### src/rtl/eth_rx_preamble_strip.sv
// Receive framing stage: finds 0x55 preamble + 0xD5 SFD on a GMII byte stream,
// strips them and forwards frame bytes with start/end/length/error reporting.
module eth_rx_preamble_strip #(
    parameter int unsigned MIN_PREAMBLE    = 7,
    parameter int unsigned MIN_FRAME_BYTES = 64,
    parameter int unsigned MAX_FRAME_BYTES = 1522
) (
    input  logic        aclk,
    input  logic        aresetn,
    input  logic [7:0]  gmii_rxd,
    input  logic        gmii_rx_dv,
    input  logic        gmii_rx_er,
    output logic [7:0]  data_out,
    output logic        data_valid,
    output logic        preamble_sfd_valid,
    output logic        frame_done,
    output logic        frame_error,
    output logic [15:0] frame_len
);

    localparam logic [2:0]  MIN_PRE  = 3'(MIN_PREAMBLE);
    localparam logic [2:0]  PRE_SAT  = 3'd7;
    localparam logic [15:0] MIN_LEN  = 16'(MIN_FRAME_BYTES);
    localparam logic [15:0] MAX_LEN  = 16'(MAX_FRAME_BYTES);
    localparam logic [7:0]  BYTE_PRE = 8'h55;
    localparam logic [7:0]  BYTE_SFD = 8'hD5;

    typedef enum logic [1:0] {
        ST_IDLE     = 2'd0,
        ST_PREAMBLE = 2'd1,
        ST_DATA     = 2'd2,
        ST_DROP     = 2'd3
    } state_e;

    state_e      state_q;
    logic [2:0]  pre_cnt_q;
    logic [15:0] len_q;
    logic        err_q;
    logic        first_q;

    logic [15:0] len_d;
    logic [2:0]  pre_cnt_d;

    // Saturating/incrementing counter next values.
    always_comb begin
        len_d = len_q + 16'd1;
        if (pre_cnt_q == PRE_SAT) begin
            pre_cnt_d = pre_cnt_q;
        end else begin
            pre_cnt_d = pre_cnt_q + 3'd1;
        end
    end

    // Framing FSM with registered outputs; status strobes default low every cycle.
    always_ff @(posedge aclk or negedge aresetn) begin
        if (!aresetn) begin
            state_q            <= ST_IDLE;
            pre_cnt_q          <= 3'd0;
            len_q              <= 16'd0;
            err_q              <= 1'b0;
            first_q            <= 1'b0;
            data_out           <= 8'h00;
            data_valid         <= 1'b0;
            preamble_sfd_valid <= 1'b0;
            frame_done         <= 1'b0;
            frame_error        <= 1'b0;
            frame_len          <= 16'd0;
        end else begin
            data_valid         <= 1'b0;
            preamble_sfd_valid <= 1'b0;
            frame_done         <= 1'b0;
            frame_error        <= 1'b0;
            frame_len          <= 16'd0;
            case (state_q)
                ST_IDLE: begin
                    if (!gmii_rx_dv) begin
                        state_q <= ST_IDLE;
                    end else if (gmii_rxd == BYTE_PRE && !gmii_rx_er) begin
                        state_q   <= ST_PREAMBLE;
                        pre_cnt_q <= 3'd1;
                    end else begin
                        state_q <= ST_DROP;
                    end
                end
                ST_PREAMBLE: begin
                    if (!gmii_rx_dv) begin
                        state_q <= ST_IDLE;
                    end else if (gmii_rx_er) begin
                        state_q <= ST_DROP;
                    end else if (gmii_rxd == BYTE_PRE) begin
                        pre_cnt_q <= pre_cnt_d;
                    end else if (gmii_rxd == BYTE_SFD && pre_cnt_q >= MIN_PRE) begin
                        state_q <= ST_DATA;
                        len_q   <= 16'd0;
                        err_q   <= 1'b0;
                        first_q <= 1'b1;
                    end else begin
                        state_q <= ST_DROP;
                    end
                end
                ST_DATA: begin
                    if (!gmii_rx_dv) begin
                        frame_done  <= 1'b1;
                        frame_len   <= len_q;
                        frame_error <= err_q || (len_q < MIN_LEN);
                        state_q     <= ST_IDLE;
                    end else if (len_q == MAX_LEN) begin
                        // Oversize: close the frame now and discard the rest of it.
                        frame_done  <= 1'b1;
                        frame_len   <= MAX_LEN;
                        frame_error <= 1'b1;
                        state_q     <= ST_DROP;
                    end else begin
                        data_out           <= gmii_rxd;
                        data_valid         <= 1'b1;
                        preamble_sfd_valid <= first_q;
                        first_q            <= 1'b0;
                        len_q              <= len_d;
                        if (gmii_rx_er) begin
                            err_q <= 1'b1;
                        end else begin
                            err_q <= err_q;
                        end
                    end
                end
                ST_DROP: begin
                    if (!gmii_rx_dv) begin
                        state_q <= ST_IDLE;
                    end else begin
                        state_q <= ST_DROP;
                    end
                end
                default: begin
                    state_q <= ST_IDLE;
                end
            endcase
        end
    end

endmodule

### config.mk
export PLATFORM = sky130hd
export DESIGN_NAME = eth_rx_preamble_strip
export DESIGN_NICKNAME = d
export VERILOG_FILES = /design/src/rtl/eth_rx_preamble_strip.sv
export SDC_FILE = /design/constraint.sdc
export NUM_CORES = 1
export LEC_CHECK = 0
export CORE_AREA = 2 2 69 71
export DETAILED_ROUTE_END_ITERATION = 16
export DIE_AREA = 0 0 71 73
export PLACE_DENSITY = 0.83
export SLEW_MARGIN = 20
export SYNTH_ARGS = -nofsm -noshare
export SYNTH_HDL_FRONTEND = slang
export SYNTH_SLANG_ARGS = --single-unit
### constraint.sdc
create_clock -name aclk -period 1.9 [get_ports aclk]
set_input_delay 0.285 -clock aclk [delete_from_list [all_inputs] [get_ports aclk]]
set_output_delay 0.285 -clock aclk [all_outputs]
set_load 0.01 [all_outputs]
==> metrics.md <==
| Metric | Value |
|---|---|
| Status | completed |
| Fin Setup TNS | 0 ps |
| Buffers from clock root to sink, at most | 2 |
| Post-synthesis sequential element count | 51 |
| Number of I/O port buffers | 39 |
| Total standard cell area after synthesis | 2220 um^2 |
| Number of sinks on the clock net | 51 |
| Part of the cycle the worst path needs | 94.5% |
| Critical Path End Type | flip-flop |
| Clock tree from TritonCTS | yes |
| Crit Reg-Reg Startpoint | pre_cnt_q[0] |
| Largest net degree at the start of global routing | 31 |
| Die area | 5180 um^2 |
| Register-to-register path setup slack | 100 ps |
| Type of the most critical hold path | in2async |
| Detailed Routing Iterations Pass 1 | 4 |
| Global-route wire length before repair | 6960 um |
| Clock slew seen by the registers of the worst setup and hold paths | 90 ps |
| Clk Tree Root Cell | clkbuf_8 |
| Final setup violating endpoints | 0 |
| RSZ-0062 raised after global routing | false |
| Worst slew margin relative to its limit | 66.0% |
| MaxCap Viol Count | 0 |
| Slew Viols, Final | 0 |
| Number of top-level design ports | 40 |
| H-tree levels | 2 |
| Per-instance average area after synthesis | 11.4 um^2 |
| Arrival time at the worst endpoint | 2020 ps |
| Worst Max-Slew Pin Slew | 510 ps |
| Critical path startpoint category | flip-flop |
| Min Tclk post-route | 1800 ps |
| Classification of the worst setup path | reg2reg |
| Initial drt markers | 95 |
| Final Hold Violating Endpoints | 0 |
| Antenna violations before repair | 0 |
| Most used DFF post-synth | dfrtp_1 |
| Fill cell total of the finished layout | 380 |
| Share of async-settable or async-resettable flops after synthesis | 100% |
| Worst hold slack after final layout | 471 ps |
| CTS buffer count | 5 |
| Critical-path top delay cell | dfrtp_1 |
| Number of antenna repair diodes | 0 |
| Count of unique library cells instantiated by Yosys | 41 |
| Power density normalized to cell area | 788 nW/um^2 |
| Peak fanout along the critical path | 7 |
| Number of global-route vias before repair | 1526 |
| Gpl congestion | 0.845 |
| Placeable core region | 4540 um^2 |
| Detail Route Antenna Nets | 0 |
| Largest vdd supply drop | 0.497 mV |
| Number of warnings reported in the yosys synthesis log | 0 |
| Die W | 71 um |
| Total wire length after detailed routing | 4130 um |
| DR WL/cell | 13.8 um |
| Final Skew | 9.85 ps |
| Chip Height | 73 um |
| Post-CTS Setup Bufs | 0 |
| Number of enable-type register cells in the synthesized netlist | 0 |
| Via count | 1572 |
| Slowest cell delay on critical path | 410 ps |
| Largest area contributor in the synthesized netlist | dfrtp_1 |
| Req. time, crit path | 2130 ps |
| DRC errors left | 0 |
| Cell leakage power | 1.30 nW |
| Total half-perimeter wirelength after legalization and detailed placement | 2970 um |
| Max Fclk | 557 MHz |
| Series of cell instances along the critical path | ha_1 > ha_1 > a31oi_1 > and4bb_2 > nand3_1 > nand3_1 > o21ai_0 |
| Fraction of final layout cells with drive strength greater than 1 | 14.3% |
| Layout Area Growth over Synthesis | 25.4% |
| Initial Util | 48.9% |
| Gate Count Post-Synth | 194 |
| Clock latency at the later pin of the worst-skew pair | 310 ps |
| Congestion Overflow GR | 0 |
| Net Count, Synth | 210 |
| Most area-consuming cells after synthesis | dfrtp_1, nor2_1, mux2_2, xor2_1, nand3_1 |
| Number of standard-cell rows in the floorplan | 25 |
| Layout Nets | 259 |
| Via density per instance | 5.28 |
| Share of the synthesized area in the top cell type | 57.6% |
| Share of the core filled with cells | 61.3% |
| Depth of the most critical reg-to-reg path | 7 |
| R2R Path End | len_q[2] |
| Sequential area share after synthesis | 57.6% |
| All-layer global routing usage | 17.6% |
final cells by class:
| type | instances | area (um^2) | area share [%] |
|---|---|---|---|
| tap | 54 | 67.6 | 2.43 |
| timing repair buffer | 48 | 468 | 16.8 |
| clock inverter | 1 | 5.00 | 0.180 |
| clock buffer | 7 | 76.3 | 2.75 |
| sequential | 51 | 1280 | 45.9 |
| multi-input combinational | 132 | 863 | 31.1 |
| inverter | 5 | 23.8 | 0.855 |
report_power, final:
group	internal (W)	switching, W	total (W)
clock	0.000259	0.000337	0.000596
combinational	0.000190	0.000155	0.000345
sequential	0.00117	0.0000764	0.00125
total	0.00162	0.000568	0.00219
synthesized netlist by cell type, drive strengths merged, types with 2 or more instances:
master,n
ha,4
nand4,6
dfrtp,51
and4,3
and2,9
nand2,12
nor3,2
nand3,13
nor2,31
clkbuf,2
o21ai,8
xor2,8
xnor2,2
and4bb,2
nor4,2
buf,4
inv,5
a21oi,2
and3,6
mux2,9
placed cells by master, fill, tap and decap left out, types with 2 or more instances in the layout:
cell / count
o21ai_0: 8
nor3_1: 2
clkdlybuf4s50_1: 38
xnor2_1: 2
nand4_1: 5
nand3_1: 13
xor2_1: 8
clkbuf_1: 2
and2_1: 7
and4bb_2: 2
nor2_1: 30
inv_1: 4
a21oi_1: 2
and3_1: 6
and4_1: 3
ha_1: 4
dfrtp_1: 51
nand2_1: 11
mux2_2: 9
and2_2: 2
buf_4: 7
clkbuf_8: 5
worst max-delay path, delay by kind of cell, from the launching register on:
kind	cells	cell delay (ps)
AOI/OAI and AO/OA	2	290
and+or+nand+nor	3	610
DFF	1	410
adders and majority gates	2	410
layer usage:
metal  vias to the layer above  track usage [%]  share of wire (%)
li1                        764                -                  -
met3                         6             5.52                5.5
met1                       754             20.7                 43
met5                         -                0                  0
met4                         0             6.92                1.4
met2                        48             30.2                 50
cells by family after synthesis:
kind of cell    after synthesis  share of synthesized area [%]
buf+inv                      11                           3.50
compound gates               14                           3.73
fa+ha+maj                     4                           2.26
xor+xnor                     10                           3.95
flops                        51                           57.6
mux                           9                           4.57
simple gates                 95                           24.4
how the worst max path moves through the flow:
stage	from	endpoint	slack [ps]	cells after the start
final	pre_cnt_q[0]	len_q[2]	100	7
after global routing	pre_cnt_q[0]	len_q[4]	0.2	7
after CTS	pre_cnt_q[0]	len_q[2]	80	7
after detailed placement	gmii_rxd[1]	len_q[15]	-40	6
after global placement	gmii_rxd[1]	len_q[7]	10	6
after floorplan	len_q[0]	data_out[4]	250	7
flip-flops by register name, summed over array words and instances, names as in the netlist:
name / count
frame_len: 16
len_q: 16
data_out: 8
pre_cnt_q: 3
state_q: 2
data_valid: 1
err_q: 1
first_q: 1
frame_done: 1
frame_error: 1
preamble_sfd_valid: 1
through the flow:
step,worst slack (ps),cell area [um^2],cells,power (W)
final,105,2780,298,0.00219
after global routing,0.208,2780,298,0.00231
after CTS,77.3,2780,298,0.00221
after detailed placement,-42.2,2690,289,0.00162
after global placement,11.8,2690,289,0.00160
after floorplan,247,2220,194,0.00141
what timing repair did:
item	4_1_cts	5_1_grt
resized for setup	0	0
hold buffers	1	0
hold endpoints to repair	21	0
Power figures use the tool's default switching activity.
